===== config.mk =====
export PLATFORM = sky130hd
export DESIGN_NAME = pe_unary_mac_flat
export DESIGN_NICKNAME = d
export VERILOG_FILES = /design/src/rtl/pe_unary_mac_if.sv /design/src/rtl/pe_unary_mac.sv /design/src/flat_wrapper.sv
export SDC_FILE = /design/constraint.sdc
export NUM_CORES = 1
export LEC_CHECK = 0
export ABC_AREA = 0
export BUFFER_PORTS_ARGS = -buffer_cell sky130_fd_sc_hd__buf_2
export CAP_MARGIN = 20
export CORE_UTILIZATION = 47
export CTS_CLUSTER_DIAMETER = 30
export DETAILED_ROUTE_END_ITERATION = 8
export GPL_TIMING_DRIVEN = 0
export PLACE_DENSITY = 0.69
export SETUP_SLACK_MARGIN = 0.5
export SLEW_MARGIN = 20
export SYNTH_ARGS = -nofsm -noshare
export SYNTH_HDL_FRONTEND = slang
export SYNTH_SLANG_ARGS = --single-unit

===== constraint.sdc =====
create_clock -name clk -period 12.5 [get_ports clk]
set_input_delay 3.125 -clock clk [delete_from_list [all_inputs] [get_ports clk]]
set_output_delay 3.125 -clock clk [all_outputs]
set_load 0.01 [all_outputs]

===== src/rtl/pe_unary_mac_if.sv =====
// ---------------------------------------------------------------------------
// pe_unary_mac_if
// Bundles every non-clock signal of one unary-stream PE.
//   weight path   : w_load, w_abs_in, w_sign_in -> w_abs_out, w_sign_out
//   stream path   : in_valid, in_abs_bit, in_sign, in_rand, in_last
//                   -> registered copies *_o for the east neighbour
//   partial sums  : psum_in, psum_in_valid -> psum_out, psum_out_valid
//   status        : busy, proto_err
// The slave modport is the PE side. The master modport is the driver side
// (the west neighbour or a testbench).
// ---------------------------------------------------------------------------
interface pe_unary_mac_if #(
    parameter int BW_WEIGHT = 4,
    parameter int BW_RAND   = BW_WEIGHT - 1,
    parameter int BW_OUT    = 8
);
    logic                 w_load;
    logic [BW_WEIGHT-2:0] w_abs_in;
    logic                 w_sign_in;
    logic [BW_WEIGHT-2:0] w_abs_out;
    logic                 w_sign_out;

    logic                 in_valid;
    logic                 in_abs_bit;
    logic                 in_sign;
    logic [BW_RAND-1:0]   in_rand;
    logic                 in_last;

    logic                 in_valid_o;
    logic                 in_abs_bit_o;
    logic                 in_sign_o;
    logic [BW_RAND-1:0]   in_rand_o;
    logic                 in_last_o;

    logic [BW_OUT-1:0]    psum_in;
    logic                 psum_in_valid;
    logic [BW_OUT-1:0]    psum_out;
    logic                 psum_out_valid;

    logic                 busy;
    logic                 proto_err;

    modport slave (
        input  w_load, w_abs_in, w_sign_in,
        output w_abs_out, w_sign_out,
        input  in_valid, in_abs_bit, in_sign, in_rand, in_last,
        output in_valid_o, in_abs_bit_o, in_sign_o, in_rand_o, in_last_o,
        input  psum_in, psum_in_valid,
        output psum_out, psum_out_valid,
        output busy, proto_err
    );

    modport master (
        output w_load, w_abs_in, w_sign_in,
        input  w_abs_out, w_sign_out,
        output in_valid, in_abs_bit, in_sign, in_rand, in_last,
        input  in_valid_o, in_abs_bit_o, in_sign_o, in_rand_o, in_last_o,
        output psum_in, psum_in_valid,
        input  psum_out, psum_out_valid,
        input  busy, proto_err
    );
endinterface


===== src/rtl/pe_unary_mac.sv =====
// ---------------------------------------------------------------------------
// pe_unary_mac
// Unary-stream processing element for the systolic GEMM array.
// The PE rate-codes a sign-magnitude weight against a forwarded random
// number, ANDs it with the incoming unary stream and accumulates a saturating
// signed count over one window. It then adds the neighbour partial sum and
// emits the total with a one-cycle strobe.
// Ports:
//   clk   - clock
//   reset - asynchronous, active-high reset
//   pe    - pe_unary_mac_if.slave carrying the weight, stream, psum and
//           status signals
// ---------------------------------------------------------------------------
module pe_unary_mac #(
    parameter int BW_WEIGHT = 4,
    parameter int BW_RAND   = BW_WEIGHT - 1,
    parameter int BW_OUT    = 8
) (
    input  logic          clk,
    input  logic          reset,
    pe_unary_mac_if.slave pe
);
    localparam int BW_ABS = BW_WEIGHT - 1;
    localparam int BW_CMP = (BW_ABS > BW_RAND) ? BW_ABS : BW_RAND;
    localparam logic signed [BW_OUT-1:0] ACC_MAX = {1'b0, {(BW_OUT-1){1'b1}}};
    localparam logic signed [BW_OUT-1:0] ACC_MIN = {1'b1, {(BW_OUT-1){1'b0}}};

    typedef enum logic [1:0] {S_IDLE, S_ACC, S_WAIT_PSUM} state_t;

    // Two's-complement add that clamps to the BW_OUT range. The sum is
    // formed one bit wider, so overflow shows up as the top two bits differing.
    function automatic logic signed [BW_OUT-1:0] sat_add(
        input logic signed [BW_OUT-1:0] a,
        input logic signed [BW_OUT-1:0] b
    );
        logic [BW_OUT:0] s;
        s = {a[BW_OUT-1], a} + {b[BW_OUT-1], b};
        if (s[BW_OUT] != s[BW_OUT-1]) begin
            return s[BW_OUT] ? ACC_MIN : ACC_MAX;
        end
        return s[BW_OUT-1:0];
    endfunction

    state_t                   state_q, state_d;
    logic [BW_ABS-1:0]        shadow_abs_q, act_abs_q, act_abs_d;
    logic                     shadow_sign_q, act_sign_q, act_sign_d;
    logic signed [BW_OUT-1:0] acc_q, acc_d, psum_out_q, psum_out_d;
    logic                     psum_out_valid_q, psum_out_valid_d;
    logic                     busy_q, proto_err_q, proto_err_d;
    logic                     fwd_valid_q, fwd_abs_bit_q, fwd_sign_q, fwd_last_q;
    logic [BW_RAND-1:0]       fwd_rand_q;

    logic [BW_ABS-1:0]        w_eff_abs;
    logic                     w_eff_sign, wbit, pbit, psign, last_bit;
    logic signed [BW_OUT-1:0] step, acc_base, acc_sum, acc_final, psum_sum;

    // The first bit of a window is seen in IDLE. It must already use the
    // weight that is being latched from the shadow register in that cycle.
    assign w_eff_abs  = (state_q == S_IDLE) ? shadow_abs_q  : act_abs_q;
    assign w_eff_sign = (state_q == S_IDLE) ? shadow_sign_q : act_sign_q;

    assign wbit     = BW_CMP'(w_eff_abs) > BW_CMP'(pe.in_rand);
    assign pbit     = wbit & pe.in_abs_bit;
    assign psign    = w_eff_sign ^ pe.in_sign;
    assign last_bit = pe.in_valid & pe.in_last;

    assign step      = !(pe.in_valid & pbit) ? '0
                     : (psign ? {BW_OUT{1'b1}} : BW_OUT'(1));
    assign acc_base  = (state_q == S_IDLE) ? '0 : acc_q;
    assign acc_sum   = sat_add(acc_base, step);
    // In WAIT_PSUM the window is closed. Stray input bits there must not
    // leak into the result.
    assign acc_final = (state_q == S_WAIT_PSUM) ? acc_q : acc_sum;
    assign psum_sum  = sat_add(acc_final, $signed(pe.psum_in));

    always_comb begin
        state_d          = state_q;
        acc_d            = acc_q;
        act_abs_d        = act_abs_q;
        act_sign_d       = act_sign_q;
        psum_out_d       = psum_out_q;
        psum_out_valid_d = 1'b0;
        proto_err_d      = proto_err_q;
        case (state_q)
            S_IDLE, S_ACC: begin
                if (pe.in_valid) begin
                    acc_d   = acc_sum;
                    state_d = pe.in_last ? S_WAIT_PSUM : S_ACC;
                    if (state_q == S_IDLE) begin
                        act_abs_d  = shadow_abs_q;
                        act_sign_d = shadow_sign_q;
                    end
                end
                // A partial sum that arrives together with the last bit closes
                // the window at once. At any other time it is a protocol error.
                if (pe.psum_in_valid) begin
                    if (last_bit) begin
                        psum_out_d       = psum_sum;
                        psum_out_valid_d = 1'b1;
                        state_d          = S_IDLE;
                    end else begin
                        proto_err_d = 1'b1;
                    end
                end
            end
            S_WAIT_PSUM: begin
                if (pe.in_valid) begin
                    proto_err_d = 1'b1;
                end
                if (pe.psum_in_valid) begin
                    psum_out_d       = psum_sum;
                    psum_out_valid_d = 1'b1;
                    state_d          = S_IDLE;
                end
            end
            default: state_d = S_IDLE;
        endcase
    end

    always_ff @(posedge clk or posedge reset) begin
        if (reset) begin
            state_q          <= S_IDLE;
            shadow_abs_q     <= '0;
            shadow_sign_q    <= 1'b0;
            act_abs_q        <= '0;
            act_sign_q       <= 1'b0;
            acc_q            <= '0;
            psum_out_q       <= '0;
            psum_out_valid_q <= 1'b0;
            busy_q           <= 1'b0;
            proto_err_q      <= 1'b0;
            fwd_valid_q      <= 1'b0;
            fwd_abs_bit_q    <= 1'b0;
            fwd_sign_q       <= 1'b0;
            fwd_rand_q       <= '0;
            fwd_last_q       <= 1'b0;
        end else begin
            state_q          <= state_d;
            if (pe.w_load) begin
                shadow_abs_q  <= pe.w_abs_in;
                shadow_sign_q <= pe.w_sign_in;
            end
            act_abs_q        <= act_abs_d;
            act_sign_q       <= act_sign_d;
            acc_q            <= acc_d;
            psum_out_q       <= psum_out_d;
            psum_out_valid_q <= psum_out_valid_d;
            busy_q           <= (state_d != S_IDLE);
            proto_err_q      <= proto_err_d;
            fwd_valid_q      <= pe.in_valid;
            fwd_abs_bit_q    <= pe.in_abs_bit;
            fwd_sign_q       <= pe.in_sign;
            fwd_rand_q       <= pe.in_rand;
            fwd_last_q       <= pe.in_last;
        end
    end

    assign pe.w_abs_out      = shadow_abs_q;
    assign pe.w_sign_out     = shadow_sign_q;
    assign pe.in_valid_o     = fwd_valid_q;
    assign pe.in_abs_bit_o   = fwd_abs_bit_q;
    assign pe.in_sign_o      = fwd_sign_q;
    assign pe.in_rand_o      = fwd_rand_q;
    assign pe.in_last_o      = fwd_last_q;
    assign pe.psum_out       = psum_out_q;
    assign pe.psum_out_valid = psum_out_valid_q;
    assign pe.busy           = busy_q;
    assign pe.proto_err      = proto_err_q;
endmodule

===== src/flat_wrapper.sv =====
// flat-port wrapper written by rule: the top's interface ports become plain ports
module pe_unary_mac_flat 
#(
    parameter int BW_WEIGHT = 4,
    parameter int BW_RAND   = BW_WEIGHT - 1,
    parameter int BW_OUT    = 8
)
  (clk, reset, pe_w_load, pe_w_abs_in, pe_w_sign_in, pe_w_abs_out, pe_w_sign_out, pe_in_valid, pe_in_abs_bit, pe_in_sign, pe_in_rand, pe_in_last, pe_in_valid_o, pe_in_abs_bit_o, pe_in_sign_o, pe_in_rand_o, pe_in_last_o, pe_psum_in, pe_psum_in_valid, pe_psum_out, pe_psum_out_valid, pe_busy, pe_proto_err);
  pe_unary_mac_if #(.BW_WEIGHT(BW_WEIGHT), .BW_RAND(BW_RAND), .BW_OUT(BW_OUT)) pe_i ();
  input  logic clk;
  input  logic reset;
  input wire logic [$bits(pe_i.w_load)-1:0] pe_w_load;
  input wire logic [$bits(pe_i.w_abs_in)-1:0] pe_w_abs_in;
  input wire logic [$bits(pe_i.w_sign_in)-1:0] pe_w_sign_in;
  output wire logic [$bits(pe_i.w_abs_out)-1:0] pe_w_abs_out;
  output wire logic [$bits(pe_i.w_sign_out)-1:0] pe_w_sign_out;
  input wire logic [$bits(pe_i.in_valid)-1:0] pe_in_valid;
  input wire logic [$bits(pe_i.in_abs_bit)-1:0] pe_in_abs_bit;
  input wire logic [$bits(pe_i.in_sign)-1:0] pe_in_sign;
  input wire logic [$bits(pe_i.in_rand)-1:0] pe_in_rand;
  input wire logic [$bits(pe_i.in_last)-1:0] pe_in_last;
  output wire logic [$bits(pe_i.in_valid_o)-1:0] pe_in_valid_o;
  output wire logic [$bits(pe_i.in_abs_bit_o)-1:0] pe_in_abs_bit_o;
  output wire logic [$bits(pe_i.in_sign_o)-1:0] pe_in_sign_o;
  output wire logic [$bits(pe_i.in_rand_o)-1:0] pe_in_rand_o;
  output wire logic [$bits(pe_i.in_last_o)-1:0] pe_in_last_o;
  input wire logic [$bits(pe_i.psum_in)-1:0] pe_psum_in;
  input wire logic [$bits(pe_i.psum_in_valid)-1:0] pe_psum_in_valid;
  output wire logic [$bits(pe_i.psum_out)-1:0] pe_psum_out;
  output wire logic [$bits(pe_i.psum_out_valid)-1:0] pe_psum_out_valid;
  output wire logic [$bits(pe_i.busy)-1:0] pe_busy;
  output wire logic [$bits(pe_i.proto_err)-1:0] pe_proto_err;
  assign pe_i.w_load = pe_w_load;
  assign pe_i.w_abs_in = pe_w_abs_in;
  assign pe_i.w_sign_in = pe_w_sign_in;
  assign pe_w_abs_out = pe_i.w_abs_out;
  assign pe_w_sign_out = pe_i.w_sign_out;
  assign pe_i.in_valid = pe_in_valid;
  assign pe_i.in_abs_bit = pe_in_abs_bit;
  assign pe_i.in_sign = pe_in_sign;
  assign pe_i.in_rand = pe_in_rand;
  assign pe_i.in_last = pe_in_last;
  assign pe_in_valid_o = pe_i.in_valid_o;
  assign pe_in_abs_bit_o = pe_i.in_abs_bit_o;
  assign pe_in_sign_o = pe_i.in_sign_o;
  assign pe_in_rand_o = pe_i.in_rand_o;
  assign pe_in_last_o = pe_i.in_last_o;
  assign pe_i.psum_in = pe_psum_in;
  assign pe_i.psum_in_valid = pe_psum_in_valid;
  assign pe_psum_out = pe_i.psum_out;
  assign pe_psum_out_valid = pe_i.psum_out_valid;
  assign pe_busy = pe_i.busy;
  assign pe_proto_err = pe_i.proto_err;
  pe_unary_mac #(.BW_WEIGHT(BW_WEIGHT), .BW_RAND(BW_RAND), .BW_OUT(BW_OUT)) u_core (.clk(clk), .reset(reset), .pe(pe_i));
endmodule

==> results of run 1 <==
[per-layer routing]
| layer | up-vias | track usage |
|---|---|---|
| met2 | 70 | 0.361 |
| met3 | 7 | 0.0405 |
| met4 | 0 | 0.0462 |
| met1 | 1099 | 0.278 |
| li1 | 1171 | - |
| met5 | - | 0 |
[critical path: stages]
cell	delay (ps)
buf_2	90
inv_1	40
ha_1	280
o211a_1	150
o311a_1	370
and3_1	210
clkbuf_1	390
ha_1	400
a21o_1	210
a31oi_1	520
mux2i_1	250
o211ai_1	140
nor3_4	370
nor2_2	100
buf_6	160
o31ai_1	380
ha_1	320
a21o_1	160
a21oi_1	230
o21bai_1	130
a2111o_1	440
nand3_1	280
nand4_1	250
nand3_1	150
[final cells by class]
type | instances | share of cell area
Clock buffer | 5 | 0.0228
Buffer | 12 | 0.0207
Tap cell | 70 | 0.0290
Timing Repair Buffer | 44 | 0.0730
Clock inverter | 3 | 0.00705
Inverter | 10 | 0.0124
Sequential cell | 36 | 0.299
Multi-Input combinational cell | 225 | 0.536
[logic make-up after synthesis]
group / synth area share
AND/OR/NAND/NOR: 0.192
AO/OA/AOI/OAI: 0.248
adder cells (fa/ha/maj): 0.0984
buffers and inverters: 0.0382
multiplexers: 0.0501
flip-flops: 0.344
XOR/XNOR: 0.0301
[worst paths after layout]
check | slack (ps) | to | start
setup / recovery | 3560 | u_core.pe.psum_out[2] | pe_in_rand[2]
hold / removal | 480 | u_core.pe.psum_out[1] | u_core.pe.psum_out[1]
setup reg to reg | 4950 | u_core.pe.psum_out[2] | u_core.state_q[1]
hold reg to reg | 480 | u_core.pe.psum_out[1] | u_core.pe.psum_out[1]
max in group asynchronous | 9040 | u_core.acc_q[4] | reset
min in group asynchronous | 2970 | u_core.pe.proto_err | reset
[registers in the layout, summed over array words and instances (netlist names)]
| register | cells |
|---|---|
| u_core.act_abs_q | 3 |
| u_core.pe.psum_out | 8 |
| u_core.pe.w_abs_out | 3 |
| u_core.pe.in_valid_o | 1 |
| u_core.pe.proto_err | 1 |
| u_core.pe.in_abs_bit_o | 1 |
| u_core.state_q | 2 |
| u_core.pe.in_sign_o | 1 |
| u_core.acc_q | 8 |
| u_core.pe.w_sign_out | 1 |
| u_core.pe.busy | 1 |
| u_core.act_sign_q | 1 |
| u_core.pe.psum_out_valid | 1 |
| u_core.pe.in_last_o | 1 |
| u_core.pe.in_rand_o | 3 |
[synth_stat cells, types with 2 or more instances]
| library cell | number |
|---|---|
| a31oi_1 | 4 |
| o21a_1 | 3 |
| xnor2_1 | 8 |
| nor2b_1 | 10 |
| buf_6 | 2 |
| clkbuf_1 | 8 |
| mux2_2 | 9 |
| a21o_1 | 7 |
| o21ai_0 | 18 |
| o211ai_1 | 2 |
| nor3_1 | 4 |
| o31ai_1 | 16 |
| and3_1 | 3 |
| ha_1 | 19 |
| or2_2 | 3 |
| nor2_1 | 11 |
| and2_1 | 2 |
| inv_1 | 10 |
| a22oi_1 | 6 |
| dfrtp_1 | 36 |
| a21oi_1 | 16 |
| buf_2 | 2 |
| nand3_1 | 15 |
| nand4_1 | 8 |
| nand2_1 | 28 |
| mux2i_1 | 3 |
[power groups by stage]
stage	registers (µW)	clock network [µW]	logic (µW)
2_1_floorplan	167	0	148
3_3_place_gp	160	0	205
3_5_place_dp	161	0	209
4_1_cts	159	87.6	211
5_1_grt	163	92.1	234
6_report	159	84.1	211
[metrics by stage]
stage	area [µm²]	instances	setup slack [ps]	power (µW)	utilization
5_1_grt	3020	405	3100	489	0.576
4_1_cts	3020	405	3590	457	0.576
6_report	3020	405	3560	454	0.576
3_5_place_dp	2930	397	3340	371	0.559
2_1_floorplan	2620	283	4300	315	-
3_3_place_gp	2930	397	3380	365	0.559
==> results.toml, run 1 <==
[route]
wirelength_met1_um = 2840
via_count = 2347
route.met2.wl_um = 2830
dr.pass1.iters = 4
route.met3.wl_um = 234
vias_per_cell = 5.80
drc_errors = 0
drt_iter0_markers = 163
wl_um = 5960
ant_nets = 0
avgRoutedWirePerCell_um = 14.7
highest_layer = "met4"

[run]
cap_violations = 0

[sta]
rsz0062_at_grt = "no"
hold_violations = 0
slew_headroom = 0.471
worstMarginPinSlew_ps = 792
post-route-period-util = 0.715
setup_violations = 0
tns_ps = 0
hold_ws_ps = 479
fin_skew_ps = 10.3
report.final.slew_viol_count = 0
fmax_ghz = 0.112
finalCriticalPeriod_ps = 8940

[status]
status = "finished clean"

[clock_tree]
cts-buffers-inserted = 5
post_cts_buffers = 0
clk_pin_slew_ps = 80
clock_latency_ps = 290
hold_buffers = 0
cts-root-buf = "clkbuf_8"
htreeDepth = 2
clkSinkCount = 36
cts_tree = "built"
clockBufferDepth = 2
ctsResizeCount = 0

[worst_setup_path]
reg2reg_depth = 25
crit_required_ps = 12720
arrival_ps = 9160
crit_path_max_fanout = 10
end_kind = "register"
critical_path_class = "primary input to register"
start_kind = "primary input"

[power_and_ir_drop]
seqPwrFrac = 0.350
irDropWorstVdd_mv = 0.0743
powerDensity_mw_per_mm2 = 151
power.leakage_uw = 0.00145
p_switching_uw = 180
power_switching_share = 0.397
pwr-share-clk = 0.185
p_int_uw = 274
p_comb_frac = 0.465

[layout]
layout_commonest_cell = "buf_2"
multiInputGateArea_mm2 = 0.00162
most-common-layout-cells = "buf_2, dfrtp_1, nand2_1, ha_1, o21ai_0"
fill_cells = 494
regArea_um2 = 901
diodes = 0
fin_nets = 377
drive_gt1_frac = 0.236
area_growth_syn_to_layout_pct = 15.2

[grt]
grt_max_degree = 37
grt.overflow.total = 0
antenna_found_initial = 0
grt_pass1_vias = 2199
grt_pass1_wl_um = 10100
grt_usage = 0.212

[yosys]
syn_area_per_cell_um2 = 9.26
ys_dominant_reg_cell = "dfrtp_1"
async_flop_share = 1.00
synth-seq-cells = 36
synthCells = 283
synth_area_mm2 = 0.00262
ys_top_cells_by_area = "dfrtp_1, ha_1, o31ai_1"
ys_seq_area_frac = 0.344
syn-num-nets = 326
ys_warn_count = 0
synth_top_area_cell = "dfrtp_1"
synth-edff-count = 0
ys_types = 56
yosysTopAreaCellShare = 0.344

[die]
num_rows = 26
core-area_mm2 = 0.00524
initial_utilization = 0.500
fp.dieH_um = 76.7
ioPinCount = 45
die-width_um = 76.7
die-area_mm2 = 0.00588

[placement]
placement.io_buffers = 44
place_hpwl_um = 4540
gp_congestion = 0.892

[min_path]
whs_path_depth = 2
hold_path.class = "register to register"
(Power assumes the default switching activity.)
==> run 2: changes to the inputs <==
clock period = 9 ns   (was 12.5 ns; I/O delays follow)
==> results.toml, run 2 (synthesis results as in run 1) <==
[worst_setup_path]
crit_required_ps = 9220
reg2reg_slack_ps = 1600
reg2reg_depth = 25
start_kind = "primary input"
critical_path_class = "primary input to register"
r2r_end = "u_core.pe.psum_out[2]"
r2r_start = "u_core.state_q[1]"
arrival_ps = 8140
end_kind = "register"
cp-endpoint = "u_core.pe.psum_out[2]"
crit_path_max_fanout = 10
startpoint = "pe_in_rand[2]"

[power_and_ir_drop]
seqPwrFrac = 0.350
irDropWorstVdd_mv = 0.103
p_switching_uw = 251
p_comb_frac = 0.464
powerDensity_mw_per_mm2 = 209
power_switching_share = 0.397
pwr-share-clk = 0.186
power.leakage_uw = 0.00145
p_int_uw = 380

[grt]
grt_pass1_vias = 2199
grt_usage = 0.212
grt.overflow.total = 0
grt_max_degree = 37
antenna_found_initial = 0
grt_pass1_wl_um = 10100

[sta]
tns_ps = 0
setup_violations = 0
fin_skew_ps = 9.66
finalCriticalPeriod_ps = 7920
post-route-period-util = 0.880
hold_violations = 0
slew_headroom = 0.473
fmax_ghz = 0.126
report.final.slew_viol_count = 0
rsz0062_at_grt = "no"
worstMarginPinSlew_ps = 788
worst_slack_ps = 1080

[route]
dr.pass1.iters = 5
ant_nets = 0
via_count = 2354
vias_per_cell = 5.81
drt_iter0_markers = 123
wl_um = 5990
drc_errors = 0
avgRoutedWirePerCell_um = 14.8

[clock_tree]
htreeDepth = 2
cts-root-buf = "clkbuf_8"
clockBufferDepth = 2
hold_buffers = 0
cts-buffers-inserted = 5
clock_latency_ps = 290
clk_pin_slew_ps = 80
clkSinkCount = 36
post_cts_buffers = 0
cts_tree = "built"

[layout]
fin_nets = 377
drive_gt1_frac = 0.239
diodes = 0
layout_commonest_cell = "buf_2"
fill_cells = 493
most-common-layout-cells = "buf_2, dfrtp_1, nand2_1, ha_1, o21ai_0"
area_growth_syn_to_layout_pct = 15.4

[placement]
place_hpwl_um = 4540
placement.io_buffers = 44
place_ws_ps = 713
gp_congestion = 0.892

[run]
cap_violations = 0

[min_path]
hold_path.class = "register to register"
holdCritStartpoint = "u_core.pe.psum_out[1]"

[die]
num_rows = 26
initial_utilization = 0.500
die-area_mm2 = 0.00588
core-area_mm2 = 0.00524
ioPinCount = 45
fp.dieH_um = 76.7
die-width_um = 76.7

[status]
status = "finished clean"
[run 2: cell type report]
| class | count | area (µm²) | share of cell area |
|---|---|---|---|
| buffer | 12 | 62.6 | 0.0207 |
| clock buffer | 5 | 68.8 | 0.0228 |
| clock inverter | 3 | 21.3 | 0.00703 |
| inverter | 10 | 37.5 | 0.0124 |
| multi-input combinational | 225 | 1630 | 0.537 |
| sequential | 36 | 901 | 0.298 |
| tap | 70 | 87.6 | 0.0290 |
| timing repair buffer | 44 | 220 | 0.0728 |
[run 2: critical path, cell delays in order]
cell      delay (ps)
buf_2             90
inv_1             40
ha_1             280
o211a_1          140
o311a_1          380
and3_1           210
clkbuf_1         390
ha_1             400
a21o_1           220
a31oi_2          400
mux2i_1          230
o211ai_1         140
nor3_4           370
nor2_2           100
buf_6            160
o31ai_1          380
ha_1             320
a21o_1           160
a21oi_1          230
o21bai_1         130
a2111o_1         440
nand3_1          270
nand4_1          250
nand3_1          150
[run 2: how the worst min path moves through the flow]
| stage | slack [ps] | cells past startpoint | end |
|---|---|---|---|
| 6_report | 480 | 2 | u_core.pe.psum_out[1] |
| 5_1_grt | 500 | 2 | u_core.pe.psum_out[1] |
| 4_1_cts | 490 | 2 | u_core.pe.psum_out[1] |
| 3_5_place_dp | 470 | 2 | u_core.pe.psum_out[1] |
| 3_3_place_gp | 470 | 2 | u_core.pe.psum_out[1] |
| 2_1_floorplan | 450 | 2 | u_core.act_abs_q[0] |
[run 2: through the flow]
stage	utilization	total power, µW	instance area (µm²)	std cells	hold WS, ps
after floorplan	-	437	2620	283	449
final	0.577	631	3020	405	479
after global routing	0.577	679	3020	405	503
after detailed placement	0.559	515	2930	397	470
after global placement	0.559	507	2930	397	466
after CTS	0.576	635	3020	405	488
[run 2: timing repair]
action                                  in CTS  in global routing
resized for setup                            0                  1
hold endpoints to repair                     0                  0
endpoints found under the setup margin       0                  3
[run 2: power groups by stage]
stage	Sequential (µW)	Combinational [µW]	Clock [µW]
finish	221	293	117
global route	227	325	128
CTS	221	292	122
detailed placement	224	290	0
global placement	223	285	0
floorplan	232	205	0
[run 2: metal layers]
layer  vias to the layer above  track usage  part of all wire
li1                       1169            -                 -
met1                      1111        0.278              0.47
met2                        67        0.361              0.48
met3                         7       0.0405             0.040
met4                         0       0.0462            0.0098
met5                         -            0                 0
